**config.mk**
```make
export PLATFORM = sky130hd
export DESIGN_NAME = jtframe_ba0_arb
export DESIGN_NICKNAME = d
export VERILOG_FILES = /design/src/rtl/jtframe_ba0_arb.sv
export SDC_FILE = /design/constraint.sdc
export NUM_CORES = 1
export LEC_CHECK = 0
export ABC_AREA = 1
export BUFFER_PORTS_ARGS = -buffer_cell sky130_fd_sc_hd__buf_4
export CAP_MARGIN = 0
export CORE_ASPECT_RATIO = 0.9
export CORE_MARGIN = 1
export CORE_UTILIZATION = 47
export DETAILED_ROUTE_END_ITERATION = 12
export GPL_TIMING_DRIVEN = 1
export MAX_ROUTING_LAYER = met4
export PLACE_DENSITY = 0.83
export SLEW_MARGIN = 15
export SYNTH_ARGS = -nofsm -noshare
export SYNTH_HDL_FRONTEND = slang
export SYNTH_SLANG_ARGS = --single-unit
```
**constraint.sdc**
```tcl
create_clock -name clk -period 1.9 [get_ports clk]
set_input_delay 0.38 -clock clk [delete_from_list [all_inputs] [get_ports clk]]
set_output_delay 0.38 -clock clk [all_outputs]
set_load 0.005 [all_outputs]
```
**src/rtl/jtframe_ba0_arb.sv**
```systemverilog
// Round-robin arbiter sharing the SDRAM bank-0 port among four requesters.
// Optional watchdog abort is enabled with `define JTFRAME_BA0ARB_WDOG_EN.
module jtframe_ba0_arb #(
  parameter int AW = 23
) (
  input  logic              clk,
  input  logic              rst,
  input  logic [4*AW-1:0]   req_addr,
  input  logic [3:0]        req_rd,
  input  logic [3:0]        req_wr,
  input  logic [63:0]       req_din,
  input  logic [7:0]        req_din_m,
  output logic [3:0]        req_ack,
  output logic [3:0]        req_dst,
  output logic [3:0]        req_dok,
  output logic [3:0]        req_rdy,
  output logic [AW-1:0]     ba0_addr,
  output logic              ba0_rd,
  output logic              ba0_wr,
  output logic [15:0]       ba0_din,
  output logic [1:0]        ba0_din_m,
  input  logic              ba0_ack,
  input  logic              ba0_dst,
  input  logic              ba0_dok,
  input  logic              ba0_rdy,
  output logic              busy,
  output logic              wdog_err
);

  typedef enum logic [1:0] {IDLE, REQ, XFER} state_t;

  state_t      state_reg, state_next;
  logic [1:0]  ptr_reg, ptr_next;
  logic [1:0]  gnt_reg;
  logic        op_wr_reg;
  logic [1:0]  sel;
  logic [3:0]  pend;
  logic        abort;

  // First pending index at or after base, wrapping 3 -> 0.
  function automatic logic [1:0] rr_pick(input logic [3:0] p, input logic [1:0] base);
    logic [1:0] r;
    logic [1:0] idx;
    r = base;
    for (int k = 3; k >= 0; k--) begin
      idx = base + 2'(k);
      if (p[idx]) r = idx;
    end
    return r;
  endfunction

  assign pend = req_rd | req_wr;
  assign sel  = rr_pick(pend, ptr_reg);
  assign busy = (state_reg != IDLE);

`ifdef JTFRAME_BA0ARB_WDOG_EN
  logic [7:0] wdog_cnt_reg;

  // Held at zero while idle, so it reads 0 on the first REQ cycle.
  always_ff @(posedge clk) begin
    if (rst || state_reg == IDLE) wdog_cnt_reg <= 8'd0;
    else                          wdog_cnt_reg <= wdog_cnt_reg + 8'd1;
  end

  assign abort = busy && (wdog_cnt_reg == 8'hff) && !ba0_rdy;
`else
  assign abort = 1'b0;
`endif

  assign wdog_err = abort;

  always_comb begin
    state_next = state_reg;
    ptr_next   = ptr_reg;
    case (state_reg)
      IDLE: begin
        if (|pend) state_next = REQ;
      end
      REQ: begin
        if (abort || (ba0_ack && ba0_rdy)) begin
          state_next = IDLE;
          ptr_next   = gnt_reg + 2'd1;
        end else if (ba0_ack) begin
          state_next = XFER;
        end
      end
      XFER: begin
        if (abort || ba0_rdy) begin
          state_next = IDLE;
          ptr_next   = gnt_reg + 2'd1;
        end
      end
      default: state_next = IDLE;
    endcase
  end

  always_ff @(posedge clk) begin
    if (rst) begin
      state_reg <= IDLE;
      ptr_reg   <= 2'd0;
      gnt_reg   <= 2'd0;
      op_wr_reg <= 1'b0;
      ba0_addr  <= '0;
      ba0_din   <= 16'd0;
      ba0_din_m <= 2'd0;
    end else begin
      state_reg <= state_next;
      ptr_reg   <= ptr_next;
      if (state_reg == IDLE && |pend) begin
        // Write wins when a requester raises both rd and wr.
        gnt_reg   <= sel;
        op_wr_reg <= req_wr[sel];
        ba0_addr  <= req_addr[int'(sel)*AW +: AW];
        ba0_din   <= req_din[{sel, 4'b0000} +: 16];
        ba0_din_m <= req_din_m[{sel, 1'b0} +: 2];
      end
    end
  end

  assign ba0_rd = (state_reg == REQ) && !op_wr_reg;
  assign ba0_wr = (state_reg == REQ) &&  op_wr_reg;

  generate
    for (genvar gi = 0; gi < 4; gi++) begin : g_strobe
      logic mine;
      assign mine        = busy && (gnt_reg == 2'(gi));
      assign req_ack[gi] = ba0_ack & mine;
      assign req_dst[gi] = ba0_dst & mine;
      assign req_dok[gi] = ba0_dok & mine;
      assign req_rdy[gi] = ba0_rdy & mine;
    end
  endgenerate

endmodule

```
After elaboration in Yosys (flattened, before gate mapping)
Cells that the tools add are included.

Input port bits: 178. Register bits after elaboration: 48. Output and inout port bits: 61.

Bitwise gates (word level): 17. Equal/unequal tests: 9. Reduce and logical (&&, ||, !) cells: 16. Shift operators: 3. $mul: 1. Mux-type cells: 22. Magnitude comparators: 5. Add/sub/neg operators: 4.

Operators by type and width (number): $shiftx A92 B8 Y23 (1); $shiftx A64 B7 Y16 (1); $mux W2 (10); $and A1 B1 Y1 (16); $lt A2 B3 Y1 const B (5); $bmux W1 S2 (5); $logic_and A1 B1 Y1 (8); $shiftx A8 B4 Y2 (1); $mul A2 B5 Y7 const B (1); $eq A2 B2 Y1 const B (3); $ne A2 B2 Y1 const B (3); $pmux W2 S3 (1); $reduce_and A3 Y1 (2); $mux W1 (5); $add A2 B1 Y2 const B (2); $add A2 B2 Y2 const B (2); $eq A2 B1 Y1 const B (2); $logic_not A2 Y1 (2); $or A4 B4 Y4 (1); $pmux W2 S2 (1); $reduce_bool A2 Y1 (2); $reduce_or A4 Y1 (1); $ne A3 B3 Y1 const B (1); $logic_not A1 Y1 (1).

Depth between registers and ports, before layout
Depth in word-level cells: 9. Gate-level depth with buffers: 17.

Worst setup path after synthesis
Ideal clock, no wire load.

Path kind: input port to flip-flop. Start point: in req_rd[3]. End point: reg ba0_addr[9]. Arrival: 1666 ps. Slack: 124 ps. Stages: 15. Data required time: 1789 ps. Library setup time: 111 ps. Cells stage by stage: nor2_1 > nand2_1 > and2_4 > nand2_2 > o21ai_2 > inv_2 > nand2_4 > nand2_4 > buf_8 > buf_8 > nand3_1 > nand3_1 > nand3_1 > nand2_1 > inv_1.

Cells in the longest elaborated chain, start to end: 9. Elaborated cells on any way between the ends: 17.

Ends and longest elaborated chain: start, declared (RTL line 9) `input logic [3:0] req_rd,`; $or A4 B4 Y4 (*) (RTL line 52) `assign pend = req_rd | req_wr;`; $bmux W1 S2 (RTL line 47) `if (p[idx]) r = idx;`; $mux W1 (not written as such) (RTL line 47); $mux W2 (4 in series) (RTL line 47); $mul A2 B5 Y7 (RTL line 113) `ba0_addr <= req_addr[int'(sel)*AW +: AW];`; $shiftx A92 B8 Y23 (RTL line 113); end signal, assigned (RTL line 113); end, declared (RTL line 17) `output logic [AW-1:0] ba0_addr,`.

Every way passes the cells marked *; elsewhere a longest branch is shown, timed or not. The select of a mux whose other input is x is not followed. A chain may end at the register's enable or synchronous reset.

Worst setup path after layout
Start point: reg ptr_reg[0]. End point: reg op_wr_reg.

Cells in the longest elaborated chain, start to end: 9. Elaborated cells on any way between the ends: 17.

Ends and longest elaborated chain: start, declared (RTL line 33) `logic [1:0] ptr_reg, ptr_next;`; start signal, assigned (RTL line 108) `ptr_reg <= ptr_next;`; $add A2 B2 Y2 (RTL line 46) `idx = base + 2'(k);`; $bmux W1 S2 (RTL line 47); $mux W1 (not written as such) (RTL line 47); $mux W2 (3 in series) (RTL line 47); $mux W2 (*) (RTL line 47); $bmux W1 S2 (*) (RTL line 112) `op_wr_reg <= req_wr[sel];`; $mux W1 (not written as such) (*) (RTL line 112); end signal, assigned (RTL line 112); end, declared (RTL line 35) `logic op_wr_reg;`.

Marked as above.

==> flow_metrics.tcl <==
set metrics [dict create \
    min_period_ns 2.01 \
    synth_top_area_cell "nand3_1" \
    rsz0062_at_grt "yes" \
    vias 6260 \
    async_flop_share 0 \
    cp_common_cell "nand3_1" \
    port-buffer-count 237 \
    netlist_instances 837 \
    seqPwrFrac 0.265 \
    h-tree-depth 2 \
    fillers 741 \
    grt_usage 0.298 \
    wl_per_cell_microns 15.2 \
    min_period_over_period 1.06 \
    sw_frac_of_total 0.410 \
    synth_cell_types 29 \
    grt.overflow.total 0 \
    grt_pass1_vias 5016 \
    arrival_ns 2.27 \
    avgSynthCellArea_sq_um 5.46 \
    num_rows 33 \
    status "complete, but fails checks" \
    finalPower_w 0.00483 \
    drt_wl_total_microns 18300 \
    cts_tree "yes" \
    grt_max_degree 50 \
    drive_above_1_share 0.335 \
    clkSinkCount 48 \
    violations "setup timing" \
    path_cells "buf_12 > inv_12 > nand2_8 > nand2_8 > nand3_4 > nand2_2 > nand2_2 > nand2_4 > nand3_4 > buf_4 > clkbuf_16 > nand3_1 > nand3_1 > nand3_1 > nand2_1 > inv_1" \
    worstSetupEndpointType "register" \
    cts_buffer_depth 2 \
    drc_errors 0 \
    setup_viol 41 \
    top_register "ba0_addr" \
    antenna_found_initial 0 \
    largest_reg_flops 23 \
    place_area_sq_um 6570 \
    firstDrtPassIters 7 \
    final-hold-violation-count 0 \
    final_nets 1266 \
    p_comb_frac 0.597 \
    final_core_util 0.786 \
    drt-vias-per-instance 5.19 \
    dieArea_sq_um 10100 \
    synth_common_cells "250 x nand3_1, 223 x inv_1, 115 x nand2_1, 101 x nor2_1, 48 x dfxtp_1" \
    netSwitchingPower_w 0.00198 \
    fin_tns_setup_ns -2.29 \
    ioPinCount 239 \
    cap_viol_max_count 0 \
    cts-root-buf "clkbuf_8" \
    dp.final_hpwl_microns 11400 \
    power_density_nw_per_um2 662 \
    drv_slew 0 \
    drtIter0Drc 690 \
    p_leak_nw 4.55 \
    min_path_type "input pin to register" \
    worst_slack_ns -0.106 \
    synthFlopType "dfxtp_1" \
    antennaDiodeCount 0 \
    die_w_microns 106 \
    place.gp.congestion 0.913 \
    synth_top_area_share 0.274 \
    postCtsHoldBufs 0 \
    cp_max_fo 17 \
    finalInstanceArea_sq_um 7300 \
    netlist_area_sq_um 4570 \
    worst-setup-path-type "register to register" \
    synth_warnings 0 \
    grt_pass1_wl_microns 23400 \
    synth_edf_count 0 \
    clkPwrFrac 0.138 \
    cpPeakStageDelay_ns 0.34 \
    cts.clk_slew.worst_paths_ns 0.09 \
    intPower_w 0.00285 \
    core_sq_um 9290 \
    worst_path_max_delay_cell "dfxtp_2" \
    skew_ns 0.00506 \
    fmax_mhz 499 \
    reg_top3 "ba0_addr: 23 flops, ba0_din: 16 flops" \
    start_util 0.492 \
    ant_nets 0 \
    die_h_microns 95.5 \
    ys_ff_latch 48 \
    ir_drop_uv 410 \
    synthToLayoutAreaGrowth_pct 59.9 \
    yosysMostFrequentCell "nand3_1" \
    cp-start-kind "register" \
    seq_area_frac_synth 0.210 \
    synth_area_leaders "nand3_1 27%, dfxtp_1 21%, inv_1 18%" \
    worstSkewPairLatency_ns 0.31 \
    cts_made_buffers 5 \
    syn_nets 1019 \
    required_ns 2.16 \
]
==> power groups by stage <==
stage               Clock [W]  Sequential (W)  Combinational (W)
finish               0.000669         0.00128            0.00288
global route         0.000725         0.00130            0.00312
CTS                  0.000676         0.00128            0.00240
detailed placement          0         0.00130            0.00239
floorplan                   0         0.00130            0.00139
global placement            0         0.00130            0.00235
==> metrics by stage <==
step                setup slack (ns)  hold WS [ns]  std cells
detailed placement            -0.239         0.495       1178
finish                        -0.106         0.227       1207
global route                  -0.205         0.222       1207
global placement              -0.161         0.488       1178
floorplan                      0.124         0.454        837
CTS                         -0.00465         0.224       1186
==> cells in the final DEF (no fill, tap or decap), drive strengths merged <==
cell,netlist,layout
and2,1,1
nand4,1,1
ha,4,4
conb,1,1
buf,40,280
nand3,260,260
clkbuf,11,16
inv,230,230
o21ai,5,5
clkinv,1,3
nor4,1,1
dfxtp,48,48
a21oi,4,4
a211oi,2,2
nand2,126,127
nor2,102,102
==> metal layers <==
layer	global-route usage	wire (microns)	up-vias
met4	0.0718	750	0
met3	0.0424	1750	78
met1	0.363	7420	2770
met2	0.522	8380	391
met5	-	0	-
li1	-	-	3021
==> kinds of logic (layout without fill, tap and decap cells) <==
logic type      Yosys count  after routing  share of synthesized area
buf+inv                 282            529                      0.264
compound gates           11             11                     0.0148
flops                    48             48                      0.210
other cells               1              1                   0.000821
fa+ha+maj                 4              4                     0.0110
simple gates            491            492                      0.499
==> path summary, 6_finish.rpt <==
kind / slack (ns) / depth (start not counted) / endpoint / from
worst min register to register: 0.52 / 1 / ptr_reg[0]$_SDFFE_PP0P_ / gnt_reg[0]$_SDFFE_PP0P_
worst max-delay path: -0.11 / 16 / op_wr_reg$_SDFFE_PP0P_ / ptr_reg[0]$_SDFFE_PP0P_
worst max register to register: -0.11 / 16 / op_wr_reg$_SDFFE_PP0P_ / ptr_reg[0]$_SDFFE_PP0P_
worst min-delay path: 0.23 / 2 / state_reg[1]$_SDFFE_PP0P_ / ba0_rdy
==> what timing repair did <==
action / 4_1_cts / 5_1_grt
resized for setup: 4 / 55
endpoints found under the setup margin: 27 / 43
pin swaps: 0 / 5
buffers inserted: 0 / 5
hold endpoints to repair: 0 / 0
gates cloned: 0 / 16
==> worst max-delay path: cells and delay by family, from the launching register on <==
family	cells	cell delay, ns
and+or+nand+nor	11	0.93
DFF	1	0.34
buffers and inverters	5	0.65
==> cell type report <==
type / count / area (sq um) / share of cell area
Timing Repair Buffer: 290 / 2560 / 0.351
Clock inverter: 2 / 10.0 / 0.00137
Sequential cell: 48 / 966 / 0.132
Inverter: 231 / 880 / 0.120
Multi-Input combinational cell: 508 / 2650 / 0.363
Clock buffer: 6 / 82.6 / 0.0113
Tap cell: 122 / 153 / 0.0209
Note: power is estimated with default switching activity, not from simulation.
